<file path="src/rtl/square_rr_scheduler.sv">
// Round-robin arbiter sharing one unsigned squaring datapath between NREQ requesters.
// Results land in a one-entry output stage tagged with the winning requester index.
module square_rr_scheduler #(
    parameter int unsigned NREQ = 4,
    parameter int unsigned DW   = 2,
    parameter int unsigned IDW  = $clog2(NREQ)
) (
    input  logic                 clk,
    input  logic                 rst_n,
    input  logic [NREQ-1:0]      req_valid,
    input  logic [NREQ*DW-1:0]   req_data,
    output logic [NREQ-1:0]      req_ready,
    output logic                 res_valid,
    input  logic                 res_ready,
    output logic [2*DW-1:0]      res_data,
    output logic [IDW-1:0]       res_id,
    output logic                 busy
);

    typedef enum logic [0:0] {StEmpty, StFull} state_e;

    state_e              state_q, state_d;
    logic [IDW-1:0]      ptr_q, ptr_d;
    logic [2*DW-1:0]     res_data_q;
    logic [IDW-1:0]      res_id_q;

    logic                can_accept;
    logic                grant_found;
    logic [IDW-1:0]      grant_idx;
    logic [IDW-1:0]      cand;
    logic [NREQ-1:0]     grant;
    logic                transfer;
    logic [DW-1:0]       operand;
    logic [2*DW-1:0]     operand_ext;
    logic [2*DW-1:0]     square;

    assign can_accept = (state_q == StEmpty) || res_ready;

    // Scan from ptr upward, wrapping, and take the first valid requester.
    always_comb begin
        grant_found = 1'b0;
        grant_idx   = '0;
        cand        = '0;
        grant       = '0;
        if (can_accept) begin
            for (int unsigned k = 0; k < NREQ; k++) begin
                cand = IDW'((32'(ptr_q) + k) % NREQ);
                if (!grant_found && req_valid[cand]) begin
                    grant_found = 1'b1;
                    grant_idx   = cand;
                end
            end
        end
        if (grant_found) begin
            grant[grant_idx] = 1'b1;
        end
    end

    // Grants are suppressed combinationally while reset is held.
    assign req_ready = grant & {NREQ{rst_n}};
    assign transfer  = |(req_ready & req_valid);

    assign operand     = req_data[grant_idx*DW +: DW];
    assign operand_ext = {{DW{1'b0}}, operand};
    assign square      = operand_ext * operand_ext;

    always_comb begin
        state_d = state_q;
        ptr_d   = ptr_q;
        unique case (state_q)
            StEmpty: if (transfer) state_d = StFull;
            StFull:  if (res_ready && !transfer) state_d = StEmpty;
            default: state_d = StEmpty;
        endcase
        if (transfer) begin
            ptr_d = IDW'((32'(grant_idx) + 1) % NREQ);
        end
    end

    always_ff @(posedge clk or negedge rst_n) begin
        if (!rst_n) begin
            state_q    <= StEmpty;
            ptr_q      <= '0;
            res_data_q <= '0;
            res_id_q   <= '0;
        end else begin
            state_q <= state_d;
            ptr_q   <= ptr_d;
            if (transfer) begin
                res_data_q <= square;
                res_id_q   <= grant_idx;
            end
        end
    end

    assign res_valid = (state_q == StFull);
    assign res_data  = res_data_q;
    assign res_id    = res_id_q;
    assign busy      = res_valid || (|req_valid);

endmodule

</file>
<file path="config.mk">
export PLATFORM = sky130hd
export DESIGN_NAME = square_rr_scheduler
export DESIGN_NICKNAME = d
export VERILOG_FILES = /design/src/rtl/square_rr_scheduler.sv
export SDC_FILE = /design/constraint.sdc
export NUM_CORES = 1
export LEC_CHECK = 0
export ABC_AREA = 1
export CAP_MARGIN = 40
export CORE_UTILIZATION = 50
export DETAILED_ROUTE_END_ITERATION = 10
export GPL_TIMING_DRIVEN = 0
export PLACE_DENSITY = 0.95
export SYNTH_ARGS = -nofsm -noshare
export SYNTH_HDL_FRONTEND = slang
export SYNTH_SLANG_ARGS = --single-unit
</file>
<file path="constraint.sdc">
create_clock -name clk -period 4.8 [get_ports clk]
set_input_delay 0.48 -clock clk [delete_from_list [all_inputs] [get_ports clk]]
set_output_delay 0.48 -clock clk [all_outputs]
set_load 0.005 [all_outputs]
</file>
# After elaboration in Yosys (flattened, before gate mapping)
# Index checks and enable logic that the tools add are counted.
[totals] reg_bits=9 word_cells=59
[op_classes] add_sub_neg=4 mul=1 magnitude_cmp=6 n_shift=1 n_mux=27 n_bitwise=3 n_reduce_logical=13
[ops] operator="$lt 2x3->1 const B" n=5
[ops] operator="$mux 1" n=15
[ops] operator="$mux 2" n=5
[ops] operator="$and 4x4->4" n=2
[ops] operator="$bmux 1 s2" n=4
[ops] operator="$reduce_or 4->1" n=2
[ops] operator="$shiftx 8x4->2" n=1
[ops] operator="$logic_and 1x1->1" n=5
[ops] operator="$add 2x1->2 const B" n=2
[ops] operator="$add 2x2->2 const B" n=2
[ops] operator="$logic_not 1->1" n=4
[ops] operator="$mul 2x2->4" n=1
[ops] operator="$mux 4" n=1
[ops] operator="$demux 1 s2" n=1
[ops] operator="$ge 2x1->1 const B" n=1
[ops] operator="$logic_or 1x1->1" n=2
[ops] operator="$pmux 1 s2" n=1
[ops] operator="$not 1->1" n=1

# Logic depth before layout (Yosys ltp)
[depth] depth_word=28 ltp_mapped=20

# Worst setup path after synthesis
# No wires, ideal clock.
[synth_timing] path_kind="input-to-reg" from="input req_valid[3]" to="register res_id_q[0] (netlist: res_id[0])" setup_time_ns=0.119 arrival_time_ns=1.949 path_slack_ns=2.732 cell_stages=16 n_path_buf=0 cell_sequence="inv_2 nand2_1 nand3_2 nand2_2 nor2_4 nand3_1 nand2_1 inv_2 nand2_4 inv_2 ha_1 inv_1 nor2_2 a22oi_2 nand2_4 o21a_1"
[synth_between] elab_chain_cells=24
[synth_rtl] element="start: declaration" line_no="10" rtl="input logic [NREQ-1:0] req_valid,"
[synth_rtl] element="$bmux 1 s2" line_no="48" rtl="if (!grant_found && req_valid[cand]) begin"
[synth_rtl] element="$mux 1 (implied by the code)" line_no="48"
[synth_rtl] element="$mux 1" line_no="48"
[synth_rtl] element="$mux 1" line_no="45" rtl="if (can_accept) begin"
[synth_rtl] element="$logic_not 1->1" line_no="48"
[synth_rtl] element="$logic_and 1x1->1" line_no="48"
[synth_rtl] element="$mux 1" line_no="48"
[synth_rtl] element="$mux 1" line_no="45"
[synth_rtl] element="[8 not listed]"
[synth_rtl] element="via grant_idx[1]" line_no="29" rtl="logic [IDW-1:0] grant_idx;"
[synth_rtl] element="[1 not listed]"
[synth_rtl] element="$logic_and 1x1->1 (implied by the code)" line_no="55" rtl="grant[grant_idx] = 1'b1;"
[synth_rtl] element="$mux 1 (implied by the code)" line_no="55"
[synth_rtl] element="$demux 1 s2 *" line_no="55"
[synth_rtl] element="$mux 4 *" line_no="54" rtl="if (grant_found) begin"
[synth_rtl] element="$and 4x4->4 *" line_no="60" rtl="assign req_ready = grant & {NREQ{rst_n}};"
[synth_rtl] element="via req_ready[2]" line_no="12" rtl="output logic [NREQ-1:0] req_ready,"
[synth_rtl] element="$and 4x4->4 *" line_no="61" rtl="assign transfer = |(req_ready & req_valid);"
[synth_rtl] element="$reduce_or 4->1 *" line_no="61"
[synth_rtl] element="end signal: assignment" line_no="91" rtl="res_id_q <= grant_idx;"
[synth_rtl] element="end: declaration" line_no="25" rtl="logic [IDW-1:0] res_id_q;"
# Mark *: on every way through the listed nets, which the timed path passes. The rest lies on a longest branch. The select of a mux whose other input is x is not followed.
# A chain may end at the register's enable or synchronous reset.

# Final worst setup path
[layout_timing] from="input req_valid[3]" to="output req_ready[1]"
[layout_between] elab_chain_cells=22
[layout_rtl] element="$bmux 1 s2" line_no="48"
[layout_rtl] element="$mux 1 (implied by the code)" line_no="48"
[layout_rtl] element="$mux 1" line_no="48"
[layout_rtl] element="$mux 1" line_no="45"
[layout_rtl] element="$logic_not 1->1" line_no="48"
[layout_rtl] element="$logic_and 1x1->1" line_no="48"
[layout_rtl] element="$mux 1" line_no="48"
[layout_rtl] element="$mux 1" line_no="45"
[layout_rtl] element="[7 not listed]"
[layout_rtl] element="$mux 2 *" line_no="45"
[layout_rtl] element="via grant_idx[0]" line_no="29"
[layout_rtl] element="$lt 2x3->1 (implied by the code) / $ge 2x1->1 (equally long branches)" line_no="55"
[layout_rtl] element="$logic_and 1x1->1 (implied by the code)" line_no="55"
[layout_rtl] element="$mux 1 (implied by the code)" line_no="55"
[layout_rtl] element="$demux 1 s2 *" line_no="55"
[layout_rtl] element="$mux 4 *" line_no="54"
[layout_rtl] element="$and 4x4->4 *" line_no="60"
[layout_rtl] element="end: declaration" line_no="12"
# Marked as above.

==> metrics.csv <==
metric;value;unit
drive_above_1_share;0.2688;
critPathMaxFanout;8;
slew_violations;0;
io_buffers;25;
synth_top_family_by_area;simple AND/OR/NAND/NOR gates;
initial_core_util;0.5311;
first_pass_iters;4;
syn_area;907.1;um2
fmaxAchievable;0.3099;GHz
clock-sinks;8;
synth_top_cell_area_share;0.2207;
min_period;3.226;ns
crit_arrival;2.75;ns
yosys.area_share.adder;0.05517;
wl;1.950;mm
grt_max_degree;11;
yosys-top-cells-area;dfrtp_1, nand2_1, nand2_2;
vias_per_cell;4.886;
finClkSkew;0.003283;ns
tns;0;ns
synth_common_cells;nand2_1, inv_1, nand2_2;
placed_area;0.001189;mm2
area_delta_synth_final;33.52;%
final_util;0.7092;
yosys_warnings;0;
numCtsBuffers;3;
clkTransAtPathRegs;0.05;ns
netlist_instances;132;
fp.dieW;44.60;um
yosysUniqueCellTypes;23;
cts_tree;done;
synthArstFlopShare;1.000;
drc;0;
final_hold_viol_count;0;
hp-class;reg -> reg;
vdd_ir_drop_max;439.7;uV
insertion_delay;0.26;ns
hold_slack;0.4756;ns
syn_area_per_cell;6.872;um2
critPathKind;in -> out;
setup_violations;0;
worst_setup_path_start_kind;primary input;
timing.final.crit_share;0.6722;
critical_path_required;4.32;ns
grt_pass1_wl;3.222;mm
synth-main-ff-cell;dfrtp_1;
drtAntennaViolNets;0;
synth-xor-area-share;0;
synth.yosys.seq_area_share;0.2207;
power.density;725.6;mW/mm2
synth_edf_count;0;
rows;15;
holdBufCountCts;0;
nets;181;
ctsResizeCount;0;
via_count;904;
root_buffer;clkbuf_4;
dpl.hpwl;1.601;mm
gp_congestion;0.9225;
drt-wirelength-per-cell;10.54;um
ios;27;
diodes;0;
die_h;44.60;um
coreArea;0.001708;mm2
synth.most_common_cell;nand2_1;
h-tree-depth;1;
synth-compound-area-share;0.08690;
cts.path.max_buffers;2;
status;finished clean;
grt_overflow;0;
grt_use_total;0.2225;
synth-seq-cells;8;
synth_simple_gate_area_frac;0.5090;
synthesis.nets;151;
rsz0062_at_grt;false;
drt_iter0_drc;15;
synth_mux_area_frac;0;
synth_top_cell_by_area;dfrtp_1;
power.leakage;0.6180;nW
die-area;0.001989;mm2
max_cap_viol_count;0;
antenna_found_initial;0;
critPathCaptureType;output port;
final_area;0.001211;mm2
grt_pass1_vias;815;
cts_setup_buffers;0;
-- worst paths after layout --
kind / startpoint / end / slack (ns) / depth (start not counted)
max in group asynchronous: rst_n / ptr_q[1] / 3.97 / 1
min reg2reg: res_data[3] / res_data[3] / 0.48 / 2
max reg2reg: ptr_q[0] / ptr_q[0] / 2.50 / 18
min: res_data[3] / res_data[3] / 0.48 / 2
min in group asynchronous: rst_n / res_data[3] / 0.53 / 1
max: req_valid[3] / req_ready[1] / 1.57 / 15
-- logic make-up (layout without fill, tap and decap cells) --
kind of cell | count (synthesis) | in the layout
compound gates | 9 | 9
fa+ha+maj | 4 | 4
buf+inv | 25 | 53
flops | 8 | 8
other cells | 1 | 1
simple gates | 85 | 85
-- cell type report --
cell class | instances | area, um2
Buffer | 2 | 18.77
Clock buffer | 3 | 22.52
Fill cell | 137 | 496.7
Inverter | 23 | 93.84
Multi-Input combinational cell | 99 | 594.3
Sequential cell | 8 | 200.2
Tap cell | 25 | 31.28
Timing Repair Buffer | 25 | 250.2
-- critical path, stage by stage --
cell             delay (ns)
clkdlybuf4s50_1        0.53
inv_2                  0.09
nand2_1                0.10
nand3_1                0.11
nand2_1                0.12
nand2_2                0.08
nand2_1                0.07
nand2_2                0.06
nand2_4                0.09
nand2_4                0.08
inv_1                  0.09
ha_1                   0.15
inv_1                  0.05
nor2_2                 0.13
clkdlybuf4s50_1        0.51
-- flip-flops by register name, indices dropped and copies added (netlist names) --
| register | count |
|---|---|
| res_data | 3 |
| ptr_q | 2 |
| res_valid | 1 |
| res_id | 2 |
-- placed cells by master, fill, tap and decap left out, drive strengths merged --
| cell type | netlist | final |
|---|---|---|
| a22oi | 2 | 2 |
| a31oi | 1 | 1 |
| nand4 | 1 | 1 |
| o21ai | 5 | 5 |
| buf | 2 | 2 |
| nor2 | 7 | 7 |
| nand3b | 2 | 2 |
| clkdlybuf4s50 | 0 | 25 |
| conb | 1 | 1 |
| nand2 | 59 | 59 |
| nand3 | 16 | 16 |
| ha | 4 | 4 |
| dfrtp | 8 | 8 |
| clkbuf | 0 | 3 |
| o21a | 1 | 1 |
| inv | 23 | 23 |
-- per-stage QoR --
| stage | std cells | power (mW) | setup WS, ns |
|---|---|---|---|
| final | 185 | 0.8788 | 1.574 |
| after global routing | 185 | 0.9634 | 1.424 |
| after CTS | 185 | 0.8803 | 1.572 |
| after detailed placement | 182 | 0.8233 | 1.574 |
| after global placement | 182 | 0.7955 | 1.665 |
| after floorplan | 132 | 0.6431 | 2.732 |
-- report_power, final --
part           total [mW]  switching [mW]  internal (mW)  leakage [nW]
Clock              0.0520          0.0233         0.0286        0.0138
Combinational       0.705           0.427          0.278         0.504
Sequential          0.122          0.0207          0.101        0.0999
-- routing by layer --
layer | global-route usage | up-vias | part of all wire
li1 | - | 467 | -
met1 | 0.2469 | 402 | 0.42
met2 | 0.4176 | 31 | 0.53
met3 | 0.03265 | 4 | 0.046
met4 | 0.09091 | 0 | 0.010
met5 | 0 | - | 0
(Power assumes the default switching activity.)
